===== config.mk =====
export PLATFORM = sky130hd
export DESIGN_NAME = i2s_rx_core
export DESIGN_NICKNAME = d
export VERILOG_FILES = /design/src/rtl/i2s_rx_core.sv
export SDC_FILE = /design/constraint.sdc
export NUM_CORES = 1
export LEC_CHECK = 0
export CAP_MARGIN = 20
export CORE_MARGIN = 2
export CORE_UTILIZATION = 40
export CTS_BUF_LIST = sky130_fd_sc_hd__clkbuf_8
export CTS_CLUSTER_DIAMETER = 50
export DETAILED_ROUTE_END_ITERATION = 16
export GPL_ROUTABILITY_DRIVEN = 0
export SLEW_MARGIN = 10
export SYNTH_ARGS = -nofsm -noshare
export SYNTH_HDL_FRONTEND = slang
export SYNTH_SLANG_ARGS = --single-unit

===== constraint.sdc =====
create_clock -name clk_i -period 6 [get_ports clk_i]
set_clock_uncertainty 0.05 [all_clocks]
set_input_delay 1.2 -clock clk_i [delete_from_list [all_inputs] [get_ports clk_i]]
set_output_delay 1.2 -clock clk_i [all_outputs]
set_load 0.1 [all_outputs]

===== src/rtl/i2s_rx_core.sv =====
`timescale 1ns/1ps
// ----------------------------------------------------------------------------
// i2s_rx_core
// Slave-mode I2S receiver. The bit clock, word select and serial data of an
// external master are oversampled in the clk_i domain. One word per channel
// slot is assembled and handed out on a valid/ready stream with a channel tag.
//
// Optional feature macro: I2S_RX_OVF_EN
//   defined   -> adds ovf_o (sticky overflow flag) and ovf_clr_i
//   undefined -> overflow drops are silent; data behaviour is identical
//
// Ports
//   clk_i, rst_n_i   system clock (>= 4x sck), asynchronous active-low reset
//   en_i             receiver enable
//   lsb_i            0 = MSB-first, 1 = LSB-first
//   fmt_i            00 = Philips, 01 = left-justified, 1x = Philips
//   chl_i            word length 00/01/10/11 = 8/16/24/32 bits
//   busy_o           a slot is being captured (SKIP or CAPT)
//   chd_o            channel of the word on rx_data_o (0 = left, 1 = right)
//   rx_valid_o/rx_ready_i/rx_data_o  output stream, data MSB-aligned
//   i2s_sck_i, i2s_ws_i, i2s_sd_i    I2S pins from the master
// ----------------------------------------------------------------------------
module i2s_rx_core #(
    parameter int DATA_WIDTH  = 32,
    parameter int SYNC_STAGES = 2
) (
    input  logic                  clk_i,
    input  logic                  rst_n_i,
    input  logic                  en_i,
    input  logic                  lsb_i,
    input  logic [1:0]            fmt_i,
    input  logic [1:0]            chl_i,
    output logic                  busy_o,
    output logic                  chd_o,
    output logic                  rx_valid_o,
    input  logic                  rx_ready_i,
    output logic [DATA_WIDTH-1:0] rx_data_o,
    input  logic                  i2s_sck_i,
    input  logic                  i2s_ws_i,
    input  logic                  i2s_sd_i
`ifdef I2S_RX_OVF_EN
    ,
    output logic                  ovf_o,
    input  logic                  ovf_clr_i
`endif
);

    typedef enum logic [2:0] {
        S_IDLE,
        S_SYNC,
        S_SKIP,
        S_CAPT,
        S_HOLD
    } state_t;

    // Word bit that receives the k-th serial bit, already MSB-aligned in the
    // 32-bit output: MSB-first lands at 31-k, LSB-first at (32-N)+k.
    function automatic logic [4:0] bit_index(input logic       lsb,
                                             input logic [1:0] chl,
                                             input logic [4:0] k);
        logic [4:0] base;
        base = {~chl, 3'b000};
        return lsb ? (base + k) : (5'd31 - k);
    endfunction

    logic [SYNC_STAGES-1:0] r_sck_sync, r_ws_sync, r_sd_sync;
    logic                   r_sck_d;
    logic                   r_ws_prev;
    logic [1:0]             r_chl;
    logic                   r_lsb;
    logic                   r_ch;
    state_t                 r_state;
    logic [4:0]             r_cnt;
    logic [DATA_WIDTH-1:0]  r_word;
    logic                   r_valid;
    logic                   r_chd;
    logic [DATA_WIDTH-1:0]  r_data;

    logic                   w_sck, w_ws, w_sd;
    logic                   w_sck_re, w_ws_edge;
    logic [1:0]             w_chl;
    logic                   w_lsb, w_lj, w_ch;
    state_t                 w_state_next;
    logic                   w_clr, w_cap, w_commit;
    logic [4:0]             w_cnt_base, w_cnt_next, w_idx;
    logic [DATA_WIDTH-1:0]  w_word_next;
    logic                   w_load;

    assign w_sck     = r_sck_sync[SYNC_STAGES-1];
    assign w_ws      = r_ws_sync[SYNC_STAGES-1];
    assign w_sd      = r_sd_sync[SYNC_STAGES-1];
    assign w_sck_re  = w_sck & ~r_sck_d;
    assign w_ws_edge = w_sck_re & (w_ws != r_ws_prev);

    // Configuration latched at a ws edge applies to the slot starting on that
    // very sck_re, so the edge cycle uses the live inputs.
    assign w_chl = w_ws_edge ? chl_i : r_chl;
    assign w_lsb = w_ws_edge ? lsb_i : r_lsb;
    assign w_ch  = w_ws_edge ? w_ws  : r_ch;
    assign w_lj  = (fmt_i == 2'b01);

    // Pin synchroniser and edge detection
    always_ff @(posedge clk_i or negedge rst_n_i) begin
        if (!rst_n_i) begin
            r_sck_sync <= '0;
            r_ws_sync  <= '0;
            r_sd_sync  <= '0;
            r_sck_d    <= 1'b0;
            r_ws_prev  <= 1'b0;
        end else begin
            r_sck_sync <= {r_sck_sync[SYNC_STAGES-2:0], i2s_sck_i};
            r_ws_sync  <= {r_ws_sync[SYNC_STAGES-2:0],  i2s_ws_i};
            r_sd_sync  <= {r_sd_sync[SYNC_STAGES-2:0],  i2s_sd_i};
            r_sck_d    <= w_sck;
            if (w_sck_re) begin
                r_ws_prev <= w_ws;
            end
        end
    end

    // Slot configuration
    always_ff @(posedge clk_i or negedge rst_n_i) begin
        if (!rst_n_i) begin
            r_chl <= 2'b00;
            r_lsb <= 1'b0;
            r_ch  <= 1'b0;
        end else if (w_ws_edge) begin
            r_chl <= chl_i;
            r_lsb <= lsb_i;
            r_ch  <= w_ws;
        end
    end

    // Capture FSM state, bit counter and word under assembly
    always_ff @(posedge clk_i or negedge rst_n_i) begin
        if (!rst_n_i) begin
            r_state <= S_IDLE;
            r_cnt   <= 5'd0;
            r_word  <= '0;
        end else begin
            r_state <= w_state_next;
            r_cnt   <= w_cnt_next;
            r_word  <= w_word_next;
        end
    end

    always_comb begin
        w_state_next = r_state;
        w_clr        = 1'b0;
        w_cap        = 1'b0;
        if (!en_i) begin
            w_state_next = S_IDLE;
            w_clr        = 1'b1;
        end else begin
            case (r_state)
                S_IDLE: w_state_next = S_SYNC;
                default: begin
                    // Any ws edge starts a fresh slot; a partial word in
                    // progress is dropped by clearing it here.
                    if (w_ws_edge) begin
                        w_clr = 1'b1;
                        if (w_lj) begin
                            w_cap        = 1'b1;
                            w_state_next = S_CAPT;
                        end else begin
                            w_state_next = S_SKIP;
                        end
                    end else if (w_sck_re &&
                                 (r_state == S_SKIP || r_state == S_CAPT)) begin
                        // In Philips mode the ws-edge bit still carries the
                        // previous word's LSB; SKIP covers it and the first
                        // data bit arrives on the sck_re that leaves SKIP.
                        w_cap        = 1'b1;
                        w_state_next = S_CAPT;
                    end
                end
            endcase
        end

        w_cnt_base = w_clr ? 5'd0 : r_cnt;
        w_commit   = w_cap && (w_cnt_base == {w_chl, 3'b111});
        if (w_commit) begin
            w_state_next = S_HOLD;
        end
        w_cnt_next = w_cap ? (w_cnt_base + 5'd1) : w_cnt_base;

        w_idx       = bit_index(w_lsb, w_chl, w_cnt_base);
        w_word_next = w_clr ? '0 : r_word;
        if (w_cap) begin
            w_word_next[w_idx] = w_sd;
        end
    end

    // Output stream: a commit is loaded only when the holding slot is free
    // or being emptied in the same cycle; otherwise it is dropped.
    assign w_load = w_commit && (!r_valid || rx_ready_i);

    always_ff @(posedge clk_i or negedge rst_n_i) begin
        if (!rst_n_i) begin
            r_valid <= 1'b0;
            r_chd   <= 1'b0;
            r_data  <= '0;
        end else if (w_load) begin
            r_valid <= 1'b1;
            r_chd   <= w_ch;
            r_data  <= w_word_next;
        end else if (r_valid && rx_ready_i) begin
            r_valid <= 1'b0;
        end
    end

`ifdef I2S_RX_OVF_EN
    logic r_ovf;

    // Set has priority over clear
    always_ff @(posedge clk_i or negedge rst_n_i) begin
        if (!rst_n_i) begin
            r_ovf <= 1'b0;
        end else if (w_commit && r_valid && !rx_ready_i) begin
            r_ovf <= 1'b1;
        end else if (ovf_clr_i) begin
            r_ovf <= 1'b0;
        end
    end

    assign ovf_o = r_ovf;
`endif

    assign busy_o     = (r_state == S_SKIP) || (r_state == S_CAPT);
    assign chd_o      = r_chd;
    assign rx_valid_o = r_valid;
    assign rx_data_o  = r_data;

endmodule


==> results of run 1 <==
## cell usage after synthesis (2+ instances only)
| cell | instances |
|---|---|
| a31o_2 | 3 |
| nor2b_1 | 5 |
| a21oi_1 | 6 |
| nand2_1 | 40 |
| nand3_1 | 8 |
| nand2b_1 | 9 |
| o2111ai_1 | 2 |
| o41ai_1 | 10 |
| mux2i_1 | 32 |
| o311ai_0 | 2 |
| nor4_1 | 12 |
| clkbuf_1 | 12 |
| o21a_1 | 3 |
| xor2_1 | 5 |
| o211ai_1 | 4 |
| dfrtp_1 | 86 |
| o311ai_1 | 3 |
| a22oi_1 | 2 |
| mux2_1 | 3 |
| buf_2 | 6 |
| inv_1 | 10 |
| nor2_1 | 14 |
| or3_1 | 3 |
| nor3_1 | 9 |
| mux2_2 | 28 |
| ha_1 | 2 |
| xnor2_1 | 4 |
| and3_1 | 4 |
| a211oi_1 | 12 |
| and2_1 | 3 |
| o31ai_1 | 6 |
| a31oi_1 | 6 |
| nand4_1 | 3 |
| o21ai_0 | 9 |
## cell families (layout without fill, tap and decap cells)
| kind of cell | count (synthesis) | after routing |
|---|---|---|
| AND/OR/NAND/NOR | 116 | 116 |
| buffers and inverters | 30 | 77 |
| flip-flops | 86 | 86 |
| adder cells (fa/ha/maj) | 2 | 2 |
| multiplexers | 63 | 63 |
| XOR/XNOR | 10 | 10 |
| AO/OA/AOI/OAI | 81 | 81 |
## per-layer routing
metal | part of all wire [%] | track usage, % | wire length, um | vias up
li1 | - | - | - | 1517
met1 | 46 | 27.3 | 4820 | 1609
met2 | 45 | 27.4 | 4720 | 110
met3 | 6.1 | 3.93 | 642 | 20
met4 | 2.5 | 10.3 | 257 | 0
met5 | 0 | 0 | 0 | -
## stage by stage
stage / area, um2 / cells / total power [mW] / hold slack (ns) / setup WS [ns]
after floorplan: 4280 / 388 / 0.731 / 0.281 / 2.01
after global routing: 5090 / 571 / 1.30 / 0.327 / 1.21
after CTS: 5070 / 569 / 1.26 / 0.309 / 1.50
final: 5090 / 571 / 1.24 / 0.306 / 1.46
after global placement: 4840 / 553 / 0.786 / 0.283 / 1.25
after detailed placement: 4840 / 553 / 0.789 / 0.291 / 1.11
## power groups by stage
stage               Clock, mW  Sequential, mW  Combinational [mW]
floorplan                   0           0.611               0.120
global placement            0           0.615               0.171
detailed placement          0           0.616               0.173
CTS                     0.478           0.604               0.174
global route            0.500           0.606               0.193
finish                  0.465           0.605               0.175
## layout make-up
cell class	instances	area share, %
inverter	10	0.738
tap	136	3.35
clock inverter	7	2.02
clock buffer	9	2.44
sequential	86	42.3
timing repair buffer	51	9.74
multi-input combinational	272	39.4
## worst register-to-register path: cells and delay by family (launching register included)
kind            cells  cell delay [ns]
mux                 2             0.79
simple gates        5             2.11
fa+ha+maj           1             0.32
compound gates      3             0.74
flops               1             0.40
## state kept, by name, indices dropped and copies added, names as in the netlist
signal      cells
r_sd_sync       2
r_ch            1
rx_valid_o      1
r_cnt           5
r_ws_prev       1
rx_data_o      32
r_sck_sync      2
r_lsb           1
r_word         32
r_chl           2
r_state         3
chd_o           1
r_sck_d         1
r_ws_sync       2
## worst paths after layout
kind | slack [ns] | endpoint | cells past startpoint
worst max-delay path | 1.46 | rx_data_o[26] | 11
worst min-delay path | 0.31 | r_ws_sync[1] | 0
worst max register to register | 1.46 | rx_data_o[26] | 11
worst min register to register | 0.31 | r_ws_sync[1] | 0
max in group asynchronous | 4.20 | r_word[31] | 2
min in group asynchronous | 0.72 | r_sck_sync[0] | 1
==> flow_summary.toml, run 1 <==
[run_status]
status = "completed"

[critical_path]
worstSetupPathType = "register to register"
path_buf_inv = 0
cp-start-kind = "register"
cp.required_ns = 6.21
cp_slowest_cell = "or4b_2"
cp-end-kind = "register"
path_cells = "nor2b_1 -> nand2_1 -> mux2i_1 -> ha_1 -> nand2b_1 -> a211oi_1 -> nor3_1 -> or4b_2 -> o31ai_1 -> o41ai_1 -> mux2_1"
max_stage_delay_ns = 0.76
path_delay_family = "simple AND/OR/NAND/NOR gates"
crit_start = "r_sck_sync[1]"
reg2reg_from = "r_sck_sync[1]"
cp_max_fo = 12
crit_arrival_ns = 4.75

[sta]
rsz0062_at_grt = "no"
setup-tns-final_ns = 0
tightestPinTransition_ns = 0.975
maxSlewHeadroom_pct = 34.8
clock.fmax_mhz = 220
finalHoldViolations = 0
min_period_ns = 4.54
fin_crit_sh_pct = 75.7
slew_viol_final = 0
final-setup-viol-count = 0

[yosys]
synthMuxAreaShare_pct = 15.6
synth_compound_area_share_pct = 14.7
synthAdderAreaFrac_pct = 0.584
syn-num-nets = 402
yosysUniqueCellTypes = 56
syn-cell-area_um2 = 4280
synth_top_area_cell = "dfrtp_1"
postSynthCellCount = 388
async_flop_share_pct = 100
ys_seq_area_share_pct = 50.2
yosysTopAreaCellShare_pct = 50.2
synth-main-ff-cell = "dfrtp_1"
syn_area_per_cell_um2 = 11.0
synth_edf_count = 0
synth_top_family_by_area = "multiplexers"
yosys_register_bits = 86
yosys-top-cells-area = "dfrtp_1, mux2i_1, mux2_2, nand2_1, a211oi_1"
yosys_warnings = 0
synth-xor-area-share_pct = 2.22
yosys.area_share.simple_pct = 13.6

[floorplan]
die_h_um = 107
core_um2 = 10400
rows = 37
die_area_um2 = 11600
io_pins = 47
start_util_pct = 41.3
die_w_um = 107

[layout]
layout_commonest_cell = "dfrtp_1"
final_cell_mix = "dfrtp_1, clkdlybuf4s50_1, nand2_1"
layout.nets = 444
fillers = 964
drive_above_1_share_pct = 14.9
final_util_pct = 49.0
synthToLayoutAreaGrowth_pct = 18.7
multiInputGateArea_um2 = 2000
regArea_um2 = 2150
antenna_cells = 0

[job]
maxCapViolCount = 0

[drt]
drtPass1Iterations = 5
vias = 3256
post_drt_wl_per_cell_um = 18.3
drc_errors = 0
drtIter0Drc = 269
via_per_inst = 5.70
postRouteAntennaNets = 0
totalWireLength_um = 10400

[pwr]
switchingPower_mw = 0.364
intPower_mw = 0.880
clockPowerShare_pct = 37.3
seq_power_share_pct = 48.6
cellPowerDensity_nw_per_um2 = 245
vdd_drop_max_mv = 0.118
combPwrFrac_pct = 14.1
p_leak_nw = 2.19
swShare_pct = 29.3

[cts]
clock_latency_ns = 0.38
postCtsHoldBufs = 0
cts_sinks = 86
clockRootBuffer = "clkbuf_8"
h-tree-depth = 3
cts_resized = 0
post_cts_buffers = 0
cts.clk_slew.worst_paths_ns = 0.09
clockBufferDepth = 2
cts-buffers-inserted = 9
cts_tree = "built"

[hold_path]
hp-class = "register to register"
hp-start = "r_ws_sync[0]"

[grt]
antenna_found_initial = 0
grt.total_usage_pct = 19.2
grt_max_degree = 49
grt_pass1_wl_um = 17200
grt_pass1_vias = 3255
overflow = 0

[place]
place_hpwl_um = 7190
io_buffers = 46
Power figures use the tool's default switching activity.
==> inputs of run 2 (changes only) <==
Clock period 6 ns to 4.1 ns, I/O delays scaled along.
==> flow_summary.toml, run 2 (synthesis results as in run 1) <==
[cts]
cts_sinks = 86
cts_resized = 0
cts_tree = "built"
h-tree-depth = 3
post_cts_buffers = 0
cts-buffers-inserted = 9
clockRootBuffer = "clkbuf_8"
clock_latency_ns = 0.37
cts.clk_slew.worst_paths_ns = 0.09
postCtsHoldBufs = 0
clockBufferDepth = 2

[hold_path]
hp-class = "register to register"

[layout]
final_cell_area_um2 = 5190
layout.nets = 457
fillers = 968
synthToLayoutAreaGrowth_pct = 21.1
final_cell_mix = "dfrtp_1, clkdlybuf4s50_1, nand2_1"
drive_above_1_share_pct = 17.4
layout_commonest_cell = "dfrtp_1"
antenna_cells = 0

[floorplan]
core_um2 = 10400
rows = 37
io_pins = 47
die_w_um = 107
start_util_pct = 41.3
die_area_um2 = 11600
die_h_um = 107

[place]
dp_slack_ns = 0.0455
io_buffers = 46
dpl_cell_area_um2 = 4960
place_hpwl_um = 7200

[grt]
antenna_found_initial = 0
grt_max_degree = 76
overflow = 0
grt_pass1_wl_um = 17300
grt.total_usage_pct = 19.4
grt_pass1_vias = 3335

[pwr]
vdd_drop_max_mv = 0.197
cellPowerDensity_nw_per_um2 = 354
power_mw = 1.84
p_leak_nw = 2.26

[sta]
setup-tns-final_ns = 0
rsz0062_at_grt = "no"
min_period_ns = 3.76
fin_crit_sh_pct = 91.8
clock.fmax_mhz = 266
slew_viol_final = 0
maxSlewHeadroom_pct = 34.5
tightestPinTransition_ns = 0.980
fin_ws_ns = 0.337
final-setup-viol-count = 0
finalHoldViolations = 0

[critical_path]
crit_arrival_ns = 3.97
cp_max_fo = 6
cp.required_ns = 4.31
path_delay_family = "compound AO/OA/AOI/OAI gates"
worstSetupPathType = "primary input to register"
max_stage_delay_ns = 0.49
path_cells = "clkdlybuf4s50_1 -> mux2i_1 -> ha_1 -> xor2_1 -> a21oi_1 -> o21ai_0 -> o2111ai_1 -> o311ai_0 -> o41ai_1 -> mux2_2"
cp_slowest_cell = "o311ai_0"
path_buf_inv = 1
cp-start-kind = "primary input"
cp-end-kind = "register"

[drt]
post_drt_wl_per_cell_um = 17.9
drc_errors = 0
drtPass1Iterations = 4
via_per_inst = 5.71
postRouteAntennaNets = 0
vias = 3334
drtIter0Drc = 191
totalWireLength_um = 10500

[job]
maxCapViolCount = 0

[run_status]
status = "completed"
run 2: cell count changes in the layout (fill, tap and decap cells not counted):
cell      delta
inv_6        -2
clkbuf_8     +1
clkinv_2     +1
clkinv_4     -1
inv_8        +1
buf_4       +13
run 2: power breakdown:
group          switching (mW)  total [mW]  leakage (nW)  internal (mW)
Sequential             0.0207       0.884          1.16          0.863
Clock                   0.318       0.683         0.115          0.365
Combinational           0.184       0.271         0.988         0.0871
Total                   0.522        1.84          2.26           1.32
run 2: through the flow:
| stage | util (%) | hold WS [ns] | instances |
|---|---|---|---|
| 2_1_floorplan | - | 0.281 | 388 |
| 3_3_place_gp | 47.8 | 0.286 | 568 |
| 3_5_place_dp | 47.8 | 0.289 | 568 |
| 4_1_cts | 50.0 | 0.309 | 584 |
| 5_1_grt | 50.0 | 0.312 | 584 |
| 6_report | 50.0 | 0.307 | 584 |
run 2: final timing paths:
path / start / endpoint / slack (ns) / depth (start not counted)
setup / recovery: chl_i[0] / rx_data_o[31] / 0.34 / 10
hold / removal: r_ws_sync[0] / r_ws_sync[1] / 0.31 / 0
min in group asynchronous: rst_n_i / r_cnt[3] / 0.54 / 1
hold reg to reg: r_ws_sync[0] / r_ws_sync[1] / 0.31 / 0
max in group asynchronous: rst_n_i / rx_data_o[13] / 2.70 / 2
setup reg to reg: r_ws_prev / rx_data_o[31] / 0.42 / 11
run 2: final cells by class:
type / instances / area (um2) / share of cell area, %
sequential: 86 / 2150 / 41.5
multi-input combinational: 272 / 2000 / 38.6
timing repair buffer: 64 / 593 / 11.4
tap: 136 / 170 / 3.28
clock buffer: 10 / 138 / 2.65
clock inverter: 6 / 92.6 / 1.78
inverter: 10 / 37.5 / 0.724
run 2: routing by layer:
metal / routed length (um) / up-vias / track usage (%)
met2: 4780 / 130 / 29.8
met3: 630 / 15 / 4.36
met4: 234 / 0 / 6.96
met5: 0 / - / 0
met1: 4830 / 1638 / 26.9
li1: - / 1551 / -
==> inputs of run 3 (changes only) <==
Settings changed: CORE_MARGIN 2 to 3.
==> flow_summary.toml, run 3 (synthesis results as in run 1) <==
[critical_path]
path_delay_family = "simple AND/OR/NAND/NOR gates"
reg2reg_from = "r_ws_prev"
worstSetupPathType = "primary input to register"
cp.required_ns = 4.31
path_cells = "clkdlybuf4s50_1 -> mux2i_1 -> ha_1 -> nand2b_1 -> a211oi_1 -> nor3_1 -> or4b_2 -> o31ai_1 -> o41ai_1 -> mux2_1"
cp_max_fo = 5
max_stage_delay_ns = 0.75
regToRegSetupSlack_ns = 0.46
cp-start-kind = "primary input"
r2r-end = "rx_data_o[26]"
crit_arrival_ns = 3.91
worst-r2r-cell-count = 11
cp_slowest_cell = "or4b_2"
path_buf_inv = 1
cp-end-kind = "register"

[cts]
cts-buffers-inserted = 9
postCtsHoldBufs = 0
clockBufferDepth = 2
post_cts_buffers = 0
clockRootBuffer = "clkbuf_8"
cts_resized = 0
cts.clk_slew.worst_paths_ns = 0.10
cts_tree = "built"
clock_latency_ns = 0.36
h-tree-depth = 3
cts_sinks = 86

[sta]
rsz0062_at_grt = "no"
finalHoldViolations = 0
final-setup-viol-count = 0
setup-tns-final_ns = 0
fin_crit_sh_pct = 90.3
min_period_ns = 3.70
tightestPinTransition_ns = 0.979
slew_viol_final = 0
maxSlewHeadroom_pct = 34.6
clock.fmax_mhz = 270

[drt]
post_drt_wl_per_cell_um = 18.0
drtPass1Iterations = 5
drc_errors = 0
totalWireLength_um = 10500
vias = 3347
via_per_inst = 5.75
postRouteAntennaNets = 0
drtIter0Drc = 248

[layout]
antenna_cells = 0
layout.nets = 455
synthToLayoutAreaGrowth_pct = 20.8
final_cell_area_um2 = 5170
layout_commonest_cell = "dfrtp_1"
final_cell_mix = "dfrtp_1, clkdlybuf4s50_1, nand2_1"
drive_above_1_share_pct = 17.0

[grt]
antenna_found_initial = 0
overflow = 0
grt_pass1_wl_um = 17500
grt.total_usage_pct = 18.9
grt_pass1_vias = 3282
grt_max_degree = 87

[floorplan]
rows = 37
start_util_pct = 41.3
core_um2 = 10400
die_area_um2 = 12000
die_h_um = 109
die_w_um = 109
io_pins = 47

[pwr]
cellPowerDensity_nw_per_um2 = 348
vdd_drop_max_mv = 0.189
p_leak_nw = 2.25

[place]
place_hpwl_um = 7160
io_buffers = 46
dpl_cell_area_um2 = 4930

[hold_path]
hp-class = "primary input to async pin"

[run_status]
status = "completed"

[job]
maxCapViolCount = 0
[run 3: changes by cell type in the layout (fill, tap and decap cells not counted), sizes merged]
| cell | change |
|---|---|
| clkinv | -1 |
| inv | +2 |
| bufinv | -1 |
| buf | -2 |
[run 3: metrics by stage]
step / power, mW / hold slack [ns] / util (%) / cells / setup WS, ns
after floorplan: 1.07 / 0.281 / - / 388 / 0.487
after global placement: 1.16 / 0.286 / 47.6 / 565 / 0.0643
after detailed placement: 1.17 / 0.285 / 47.6 / 565 / 0.0294
after CTS: 1.81 / 0.309 / 49.6 / 581 / 0.404
after global routing: 1.89 / 0.312 / 49.9 / 582 / 0.130
final: 1.80 / 0.301 / 49.9 / 582 / 0.398
[run 3: how the worst max path moves through the flow]
stage	startpoint	to	slack, ns	cells after the start
finish	chl_i[0]	rx_data_o[26]	0.40	10
global route	r_ws_prev	rx_data_o[26]	0.13	11
CTS	chl_i[0]	rx_data_o[26]	0.40	10
detailed placement	chl_i[0]	rx_data_o[30]	0.03	10
global placement	chl_i[0]	rx_data_o[30]	0.06	10
floorplan	en_i	rx_data_o[30]	0.49	11
[run 3: area by class of cell]
type / instances / area (um2)
clock buffer: 10 / 138
tap: 136 / 170
inverter: 10 / 37.5
clock inverter: 6 / 75.1
timing repair buffer: 62 / 598
multi-input combinational: 272 / 2000
sequential: 86 / 2150
fill: 993 / 5190
[run 3: layer usage]
layer	track usage [%]	part of all wire, %	up-vias
met3	3.52	4.8	21
li1	-	-	1537
met2	27.5	46	107
met5	0	0	-
met1	27.8	47	1682
met4	7.12	2.2	0
[run 3: where the power goes]
part,switching [mW],total [mW],internal [mW],leakage (nW)
combinational,0.185,0.275,0.0892,0.986
sequential,0.0216,0.885,0.863,1.16
clock,0.332,0.641,0.309,0.106
